--- src/rtl/mem_stage.sv ---
// mem_stage: memory-access pipeline stage between execute and write-back.
// Issues loads/stores over a req/ack handshake, stalls upstream while an
// access is outstanding, aligns/extends load data, forwards rd to decode
// and registers the MEM latch.
// Optional feature: define MEM_MISALIGN_TRAP_EN to trap misaligned
// half/word accesses instead of silently aligning them.

package mem_stage_pkg;
  localparam int unsigned IOPBITS = 5;
  typedef logic [IOPBITS-1:0] iop_t;

  localparam iop_t LB_I  = 5'd1;
  localparam iop_t LH_I  = 5'd2;
  localparam iop_t LW_I  = 5'd3;
  localparam iop_t LBU_I = 5'd4;
  localparam iop_t LHU_I = 5'd5;
  localparam iop_t SB_I  = 5'd6;
  localparam iop_t SH_I  = 5'd7;
  localparam iop_t SW_I  = 5'd8;
  localparam iop_t ADD_I = 5'd9;
  localparam iop_t XOR_I = 5'd10;
endpackage

module mem_stage
  import mem_stage_pkg::*;
#(
  parameter int unsigned DBITS     = 32,
  parameter int unsigned REGNOBITS = 5
) (
  input  logic                 clk,
  input  logic                 reset,
  input  logic                 agex_valid,
  input  iop_t                 agex_op,
  input  logic [DBITS-1:0]     agex_aluout,
  input  logic [DBITS-1:0]     agex_st_data,
  input  logic [REGNOBITS-1:0] agex_rd,
  input  logic                 agex_wr_reg,
  input  logic [DBITS-1:0]     agex_pc,
  input  logic [DBITS-1:0]     agex_inst_count,
  output logic                 dmem_req,
  output logic                 dmem_we,
  output logic [DBITS-1:0]     dmem_addr,
  output logic [DBITS-1:0]     dmem_wdata,
  output logic [3:0]           dmem_wstrb,
  input  logic                 dmem_ack,
  input  logic [DBITS-1:0]     dmem_rdata,
  output logic                 stall_mem,
  output logic                 fwd_wr,
  output logic                 fwd_ready,
  output logic [REGNOBITS-1:0] fwd_rd,
  output logic [DBITS-1:0]     fwd_data,
  output logic                 mem_valid,
  output logic                 mem_wr_reg,
  output logic                 mem_misalign,
  output logic [REGNOBITS-1:0] mem_rd,
  output logic [DBITS-1:0]     mem_result,
  output logic [DBITS-1:0]     mem_pc,
  output logic [DBITS-1:0]     mem_inst_count
);

  typedef enum logic [0:0] {S_IDLE = 1'b0, S_WAIT = 1'b1} state_t;

  state_t r_state;
  state_t w_state_nxt;

  // Hold registers for an access that was not acked in its first cycle
  iop_t                 r_op;
  logic [DBITS-1:0]     r_addr;
  logic [DBITS-1:0]     r_sdata;
  logic [REGNOBITS-1:0] r_rd;
  logic                 r_wr_reg;
  logic [DBITS-1:0]     r_pc;
  logic [DBITS-1:0]     r_ic;

  // MEM latch
  logic                 r_mem_valid;
  logic                 r_mem_wr_reg;
  logic                 r_mem_misalign;
  logic [REGNOBITS-1:0] r_mem_rd;
  logic [DBITS-1:0]     r_mem_result;
  logic [DBITS-1:0]     r_mem_pc;
  logic [DBITS-1:0]     r_mem_ic;

  // Current instruction: hold regs while waiting, execute latch otherwise
  logic                 w_in_wait;
  logic                 w_valid;
  iop_t                 w_op;
  logic [DBITS-1:0]     w_addr;
  logic [DBITS-1:0]     w_sdata;
  logic [REGNOBITS-1:0] w_rd;
  logic                 w_wr_reg;
  logic [DBITS-1:0]     w_pc;
  logic [DBITS-1:0]     w_ic;

  logic                 w_is_load;
  logic                 w_is_store;
  logic                 w_is_half;
  logic                 w_is_word;
  logic                 w_misalign;
  logic                 w_access;
  logic                 w_stall;
  logic                 w_complete;
  logic                 w_capture;
  logic                 w_wr_eff;
  logic [1:0]           w_off;
  logic [3:0]           w_wstrb;
  logic [DBITS-1:0]     w_wdata;
  logic [DBITS-1:0]     w_shifted;
  logic [DBITS-1:0]     w_result;

  assign w_in_wait = (r_state == S_WAIT);
  assign w_valid   = w_in_wait | agex_valid;
  assign w_op      = w_in_wait ? r_op     : agex_op;
  assign w_addr    = w_in_wait ? r_addr   : agex_aluout;
  assign w_sdata   = w_in_wait ? r_sdata  : agex_st_data;
  assign w_rd      = w_in_wait ? r_rd     : agex_rd;
  assign w_wr_reg  = w_in_wait ? r_wr_reg : agex_wr_reg;
  assign w_pc      = w_in_wait ? r_pc     : agex_pc;
  assign w_ic      = w_in_wait ? r_ic     : agex_inst_count;

  assign w_is_load  = (w_op == LB_I) | (w_op == LH_I) | (w_op == LW_I) |
                      (w_op == LBU_I) | (w_op == LHU_I);
  assign w_is_store = (w_op == SB_I) | (w_op == SH_I) | (w_op == SW_I);
  assign w_is_half  = (w_op == LH_I) | (w_op == LHU_I) | (w_op == SH_I);
  assign w_is_word  = (w_op == LW_I) | (w_op == SW_I);

`ifdef MEM_MISALIGN_TRAP_EN
  assign w_misalign = w_valid & ((w_is_half & w_addr[0]) |
                                 (w_is_word & (|w_addr[1:0])));
`else
  assign w_misalign = 1'b0;
`endif

  // Handshake, stall and completion; reset suppresses any request
  assign w_access   = ~reset & w_valid & (w_is_load | w_is_store) & ~w_misalign;
  assign w_stall    = w_access & ~dmem_ack;
  assign w_complete = ~reset & w_valid & ~w_stall;
  assign w_capture  = ~w_in_wait & w_stall;
  assign w_wr_eff   = w_wr_reg & ~w_is_store & ~w_misalign;

  // Effective byte offset after size alignment
  always_comb begin
    w_off = w_addr[1:0];
    if (w_is_half) begin
      w_off = {w_addr[1], 1'b0};
    end else if (w_is_word) begin
      w_off = 2'b00;
    end
  end

  // Store byte enables and lane-replicated write data
  always_comb begin
    w_wstrb = 4'b0000;
    w_wdata = '0;
    if (w_op == SB_I) begin
      w_wstrb = 4'b0001 << w_off;
      w_wdata = {(DBITS/8){w_sdata[7:0]}};
    end else if (w_op == SH_I) begin
      w_wstrb = 4'b0011 << w_off;
      w_wdata = {(DBITS/16){w_sdata[15:0]}};
    end else if (w_op == SW_I) begin
      w_wstrb = 4'b1111;
      w_wdata = w_sdata;
    end
  end

  assign w_shifted = dmem_rdata >> {w_off, 3'b000};

  // Load alignment/extension; non-loads pass the ALU result
  always_comb begin
    w_result = w_addr;
    unique case (w_op)
      LB_I:    w_result = {{(DBITS-8){w_shifted[7]}}, w_shifted[7:0]};
      LBU_I:   w_result = {{(DBITS-8){1'b0}}, w_shifted[7:0]};
      LH_I:    w_result = {{(DBITS-16){w_shifted[15]}}, w_shifted[15:0]};
      LHU_I:   w_result = {{(DBITS-16){1'b0}}, w_shifted[15:0]};
      LW_I:    w_result = dmem_rdata;
      default: w_result = w_addr;
    endcase
  end

  // FSM state register
  always_ff @(posedge clk) begin
    if (reset) begin
      r_state <= S_IDLE;
    end else begin
      r_state <= w_state_nxt;
    end
  end

  // FSM next state: wait until the outstanding access is acked
  always_comb begin
    w_state_nxt = r_state;
    unique case (r_state)
      S_IDLE:  if (w_stall)  w_state_nxt = S_WAIT;
      S_WAIT:  if (dmem_ack) w_state_nxt = S_IDLE;
      default: w_state_nxt = S_IDLE;
    endcase
  end

  // Capture the execute latch when an access must wait
  always_ff @(posedge clk) begin
    if (reset) begin
      r_op     <= '0;
      r_addr   <= '0;
      r_sdata  <= '0;
      r_rd     <= '0;
      r_wr_reg <= 1'b0;
      r_pc     <= '0;
      r_ic     <= '0;
    end else if (w_capture) begin
      r_op     <= agex_op;
      r_addr   <= agex_aluout;
      r_sdata  <= agex_st_data;
      r_rd     <= agex_rd;
      r_wr_reg <= agex_wr_reg;
      r_pc     <= agex_pc;
      r_ic     <= agex_inst_count;
    end
  end

  // MEM latch: results on completion, bubble otherwise
  always_ff @(posedge clk) begin
    if (reset) begin
      r_mem_valid    <= 1'b0;
      r_mem_wr_reg   <= 1'b0;
      r_mem_misalign <= 1'b0;
      r_mem_rd       <= '0;
      r_mem_result   <= '0;
      r_mem_pc       <= '0;
      r_mem_ic       <= '0;
    end else begin
      r_mem_valid <= w_complete;
      if (w_complete) begin
        r_mem_wr_reg   <= w_wr_eff;
        r_mem_misalign <= w_misalign;
        r_mem_rd       <= w_rd;
        r_mem_result   <= w_result;
        r_mem_pc       <= w_pc;
        r_mem_ic       <= w_ic;
      end
    end
  end

  assign dmem_req   = w_access;
  assign dmem_we    = w_is_store;
  assign dmem_addr  = {w_addr[DBITS-1:2], 2'b00};
  assign dmem_wdata = w_wdata;
  assign dmem_wstrb = w_wstrb;
  assign stall_mem  = w_stall;

  assign fwd_wr     = ~reset & w_valid & w_wr_eff;
  assign fwd_rd     = w_rd;
  assign fwd_ready  = ~(w_access & w_is_load) | dmem_ack;
  assign fwd_data   = w_result;

  assign mem_valid      = r_mem_valid;
  assign mem_wr_reg     = r_mem_wr_reg;
  assign mem_misalign   = r_mem_misalign;
  assign mem_rd         = r_mem_rd;
  assign mem_result     = r_mem_result;
  assign mem_pc         = r_mem_pc;
  assign mem_inst_count = r_mem_ic;

endmodule
--- config.mk ---
export PLATFORM = sky130hd
export DESIGN_NAME = mem_stage
export DESIGN_NICKNAME = d
export VERILOG_FILES = /design/src/rtl/mem_stage.sv
export SDC_FILE = /design/constraint.sdc
export NUM_CORES = 1
export LEC_CHECK = 0
export BUFFER_PORTS_ARGS = -buffer_cell sky130_fd_sc_hd__buf_2
export CAP_MARGIN = 20
export CORE_ASPECT_RATIO = 1.1
export CORE_MARGIN = 2
export CORE_UTILIZATION = 40
export CTS_CLUSTER_DIAMETER = 50
export DETAILED_ROUTE_END_ITERATION = 6
export GPL_TIMING_DRIVEN = 0
export PLACE_DENSITY = 0.68
export SETUP_SLACK_MARGIN = 0.2
export SLEW_MARGIN = 25
export SYNTH_ARGS = -nofsm -noshare
export SYNTH_HDL_FRONTEND = slang
export SYNTH_SLANG_ARGS = --single-unit
--- constraint.sdc ---
create_clock -name clk -period 3.7 [get_ports clk]
set_clock_uncertainty 0.1 [all_clocks]
set_input_delay 0.74 -clock clk [delete_from_list [all_inputs] [get_ports clk]]
set_output_delay 0.74 -clock clk [all_outputs]
set_load 0.01 [all_outputs]
Word level (Yosys, flattened, before mapping)
Cells that the tools add are included.

Word-level logic and storage cells: 70. Latch bits: 0. Memories kept: 0. Flip-flop bits (word level): 243. Bits in read-only memories: 0. Bits in writable memories: 0. Output and inout port bits: 214. Input port bits: 175.

Multiply operators: 0. Equal/unequal tests: 8. Bitwise logic cells: 26. Add/sub/neg operators: 0. Shift-type cells: 3. Multiplexer cells: 19. Div/mod/pow operators: 0. Magnitude comparators: 0. Reduce and logical (&&, ||, !) cells: 0.

Operators with widths (number): 32-bit two-way mux (7); 32-bit one-hot mux with 5 select lines (1); 32-bit by 5-bit >> shifter with 16-bit output (1); 5-bit by 3-bit == test with 1-bit output (second input constant) (4); 4-bit two-way mux (3); 1-bit OR (12); 5-bit by 2-bit == test with 1-bit output (second input constant) (2); 5-bit two-way mux (2); 1-bit bitwise AND (8); 1-bit NOT (6); 5-bit by 1-bit == test with 1-bit output (second input constant) (1); 5-bit by 4-bit == test with 1-bit output (second input constant) (1); 2-bit two-way mux (2); 1-bit by 2-bit left shift with 4-bit output (first input constant) (1); 2-bit by 2-bit left shift with 4-bit output (first input constant) (1); 1-bit two-way mux (3); 1-bit one-hot mux with 2 select lines (1).

Logic depth before layout (Yosys ltp)
Word-level depth: 11. Mapped depth: 11. Mapped depth without buffers: 8.

Worst setup path after synthesis
No wires, ideal clock.

Path kind: in2out. From: input port agex_op[4]. To: output port dmem_wstrb[2]. Arrival: 2.901 ns. Path slack: -0.041 ns. Stages: 10. Path buffers: 2. Required time: 2.860 ns. Cell sequence: or4_1 -> a211oi_4 -> nor4_2 -> buf_6 -> inv_1 -> buf_2 -> ha_1 -> nor2_1 -> a21oi_1 -> o21ai_0.

Longest elaborated chain between the ends: 8. Elaborated cells on any way between the ends: 17. Those cells by class: 6 x eq/ne; 2 x shift; 6 x mux; 3 x bitwise.

RTL lines: start, declared (line 33) `input iop_t agex_op,`; 5-bit two-way mux * (line 113) `assign w_op = w_in_wait ? r_op : agex_op;`; 5-bit by 2-bit == test with 1-bit output (tied with other cells) (line 125) `assign w_is_word = (w_op == LW_I) | (w_op == SW_I);`; 1-bit OR, on equally long branches (line 125, 124); 2-bit two-way mux / 1-bit OR (equally long branches) (line 146, 124); 2-bit two-way mux (line 144) `if (w_is_half) begin`; 2-bit by 2-bit left shift with 4-bit output (line 159) `w_wstrb = 4'b0011 << w_off;`; 4-bit two-way mux (line 158) `end else if (w_op == SH_I) begin`; 4-bit two-way mux * (line 155) `if (w_op == SB_I) begin`; end, declared (line 44) `output logic [3:0] dmem_wstrb,`.

Mark *: on every way between the ends. The rest lies on a longest branch, timed or not.

Worst setup path in the final report
From: register r_state. To: output port fwd_data[24].

Longest elaborated chain between the ends: 7. Elaborated cells on any way between the ends: 16. Those cells by class: 7 x eq/ne; 1 x shift; 5 x mux; 3 x bitwise.

RTL lines: start, declared (line 63) `state_t r_state;`; start signal, assigned (line 187) `r_state <= w_state_nxt;`; 5-bit two-way mux (line 113); 5-bit by 2-bit == test with 1-bit output (tied with other cells) (line 125, 172); 1-bit OR, on equally long branches (line 125, 124); 2-bit two-way mux / 1-bit OR (equally long branches) (line 146, 124); 2-bit two-way mux (line 144); 32-bit by 5-bit >> shifter with 16-bit output (line 167) `assign w_shifted = dmem_rdata >> {w_off, 3'b000};`; 32-bit one-hot mux with 5 select lines * (line 172) `unique case (w_op)`; end, declared (line 51) `output logic [DBITS-1:0] fwd_data,`.

Marked as above.

==> metrics <==
status complete, but fails checks; failing checks negative setup slack; top cells by area, synth dfxtp_1, nand2_1, mux2i_1; FMAX 0.250 GHz; Sequential Power Share 37.8%; P_sw 2200 uW; CTS root buf clkbuf_16; RSZ-0062 raised after global routing yes; Worst Setup Path Type flip-flop to output port; DR vias 13,180; HPWL Detailed 34.2 mm; Yosys reg bits 243; first-pass GRT wire length 70.9 mm; CTS Buf Count 31; WP data required 2860 ps; area delta synth->final 45.9%; antenna violations before repair 7; Avg Cell Area, Syn 8.06 sq um; Ys Warns 0; fraction of registers with async set/reset 0%; Max VDD drop 296 uV; Die Area 31,100 sq um; Slew @ Worst Pin 899 ps; synthesized area 11,900 sq um; Top Layer Used met5; CP Launch Type flip-flop; hold_ws 314 ps; pwr/cell area 436 nW/um^2; wire per inst 20.2 um; crit path time final 4000 ps; Filler cells 2,653; Rows 66; DR pass1 iterations 5; Pleak 0.00704 uW; Die W 168 um; maximum number of pins on one net before global-route repair 16; final WL 48.1 mm; global route total overflow 0; Seq/Total Area, Yosys 40.9%; Synth top cells by count nand2_1, dfxtp_1, a21oi_1; Gate Count Post-Synth 1,477; combinational power share 19.6%; residual DRC count 0; clk slew on worst S/H paths 60 ps; # clock sinks 243; Slew Viols, Final 0; final net count 2,150; Final Util 59.1%; placed cell count 2,238; Final Worst Setup Slack -301 ps; Post-DRT Antenna Nets 0; Placement Cell Area 14,300 sq um; GP Congestion 0.957; post-synth cell types 66; Final Hold Vio Count 0; Worst-Skew Late Latency 560 ps; total global-route track usage 29.0%; Core Area 29,400 sq um; CP arrival 3160 ps; Max-cap violations 0; vias per cell 5.54; die height 185 um; clk buf depth 3; Hold WC Path Type input pin to flip-flop; met3 routed WL 4.74 mm; CTS hold repair buffers 0; cell taking the most area after synthesis dfxtp_1; H-tree Lvls 1; Post-synth EDFFs 0; endpoints failing setup 34; worst-path fanout max 7; Initial Util 40.5%; top-area cell type share of the netlist area 40.9%; CTS tree yes; Max-slew headroom 39.4%; top-count cell post-synth nand2_1; DR iter-0 viols 1,028; fin cells 2,377; fin crit share 108%; Switching Fraction 29.2%; number of global-route vias before repair 12,516; crit path capture type output port; clock group share of total power 42.6%; Int Pwr 5360 uW; IO buf count 385; met1 WL 19.1 mm; final instance area 17,400 sq um; I/O pin cnt 389; most common flop cell mapped by yosys dfxtp_1; DR WL met2 22.4 mm; share of cells above drive strength 1 39.3%
metal layers:
layer,global-route usage [%],vias to the layer above
li1,-,6207
met2,47.3,664
met5,0,-
met3,7.50,125
met4,11.9,4
met1,36.5,6180
path summary, 6_finish.rpt:
path / slack (ps) / depth (start not counted) / from / to
max: -300 / 11 / r_state$_SDFF_PP0_ / fwd_data[24]
min: 310 / 3 / agex_aluout[23] / r_addr[23]$_SDFFE_PP0P_
max reg2reg: 370 / 13 / r_state$_SDFF_PP0_ / r_op[0]$_SDFFE_PP0P_
min reg2reg: 350 / 2 / r_addr[26]$_SDFFE_PP0P_ / r_addr[26]$_SDFFE_PP0P_
layout by cell type (no fill, tap or decap), drive strengths merged, types with 5 or more instances in the layout:
master,count
o211ai,8
clkinv,8
mux2i,102
a31oi,20
nor3,14
clkbuf,100
o21ai,28
a211oi,70
o41ai,7
nor3b,5
o31a,5
a2bb2oi,18
o22ai,11
nor4,7
diode,5
and3,6
inv,22
buf,528
nor2,112
dfxtp,243
mux2,41
o311ai,7
a21oi,191
o221ai,8
nand3,11
nand2,357
bufinv,5
power groups by stage:
stage | clock [uW] | combinational, uW | sequential, uW
final | 3220 | 1480 | 2860
after global routing | 3370 | 1590 | 2870
after CTS | 3260 | 1400 | 2850
after detailed placement | 0 | 1230 | 2910
after global placement | 0 | 1220 | 2900
after floorplan | 0 | 608 | 2960
cell type report:
cell class	instances	area (sq um)	share of cell area [%]
Multi-Input combinational cell	1089	7270	41.9
Sequential cell	243	4870	28.1
Timing Repair Buffer	462	2740	15.8
Clock buffer	38	832	4.79
Buffer	128	817	4.71
Tap cell	374	468	2.70
Clock inverter	20	264	1.52
Inverter	18	77.6	0.447
Antenna cell	5	12.5	0.0721
worst max-delay path: stages, from the launching register on:
cell	delay [ps]
dfxtp_4	400
buf_8	140
mux2_4	330
o211a_4	160
nor4_4	340
buf_6	160
mux2_4	350
a311oi_4	220
buf_6	180
buf_6	150
nand2_1	50
buf_2	140
cells by family after synthesis:
family | Yosys count | share of synthesized area [%]
and+or+nand+nor | 535 | 18.6
AOI/OAI and AO/OA | 406 | 22.3
DFF | 243 | 40.9
buffers and inverters | 147 | 5.46
muxes | 143 | 12.6
adders and majority gates | 2 | 0.210
other | 1 | 0.0315
metrics by stage:
| step | worst slack (ps) | setup TNS, ps | power [uW] |
|---|---|---|---|
| after CTS | -256 | -5480 | 7510 |
| after global routing | -384 | -10680 | 7820 |
| after floorplan | 47.2 | 0 | 3570 |
| after global placement | -726 | -64100 | 4120 |
| final | -301 | -7850 | 7560 |
| after detailed placement | -676 | -61590 | 4140 |
repair_timing:
action	4_1_cts	5_1_grt
gates cloned	4	0
pin swaps	29	13
buffers inserted	56	17
resized for setup	220	104
endpoints found under the setup margin	256	80
No activity file was read; power rests on OpenSTA's default activity.
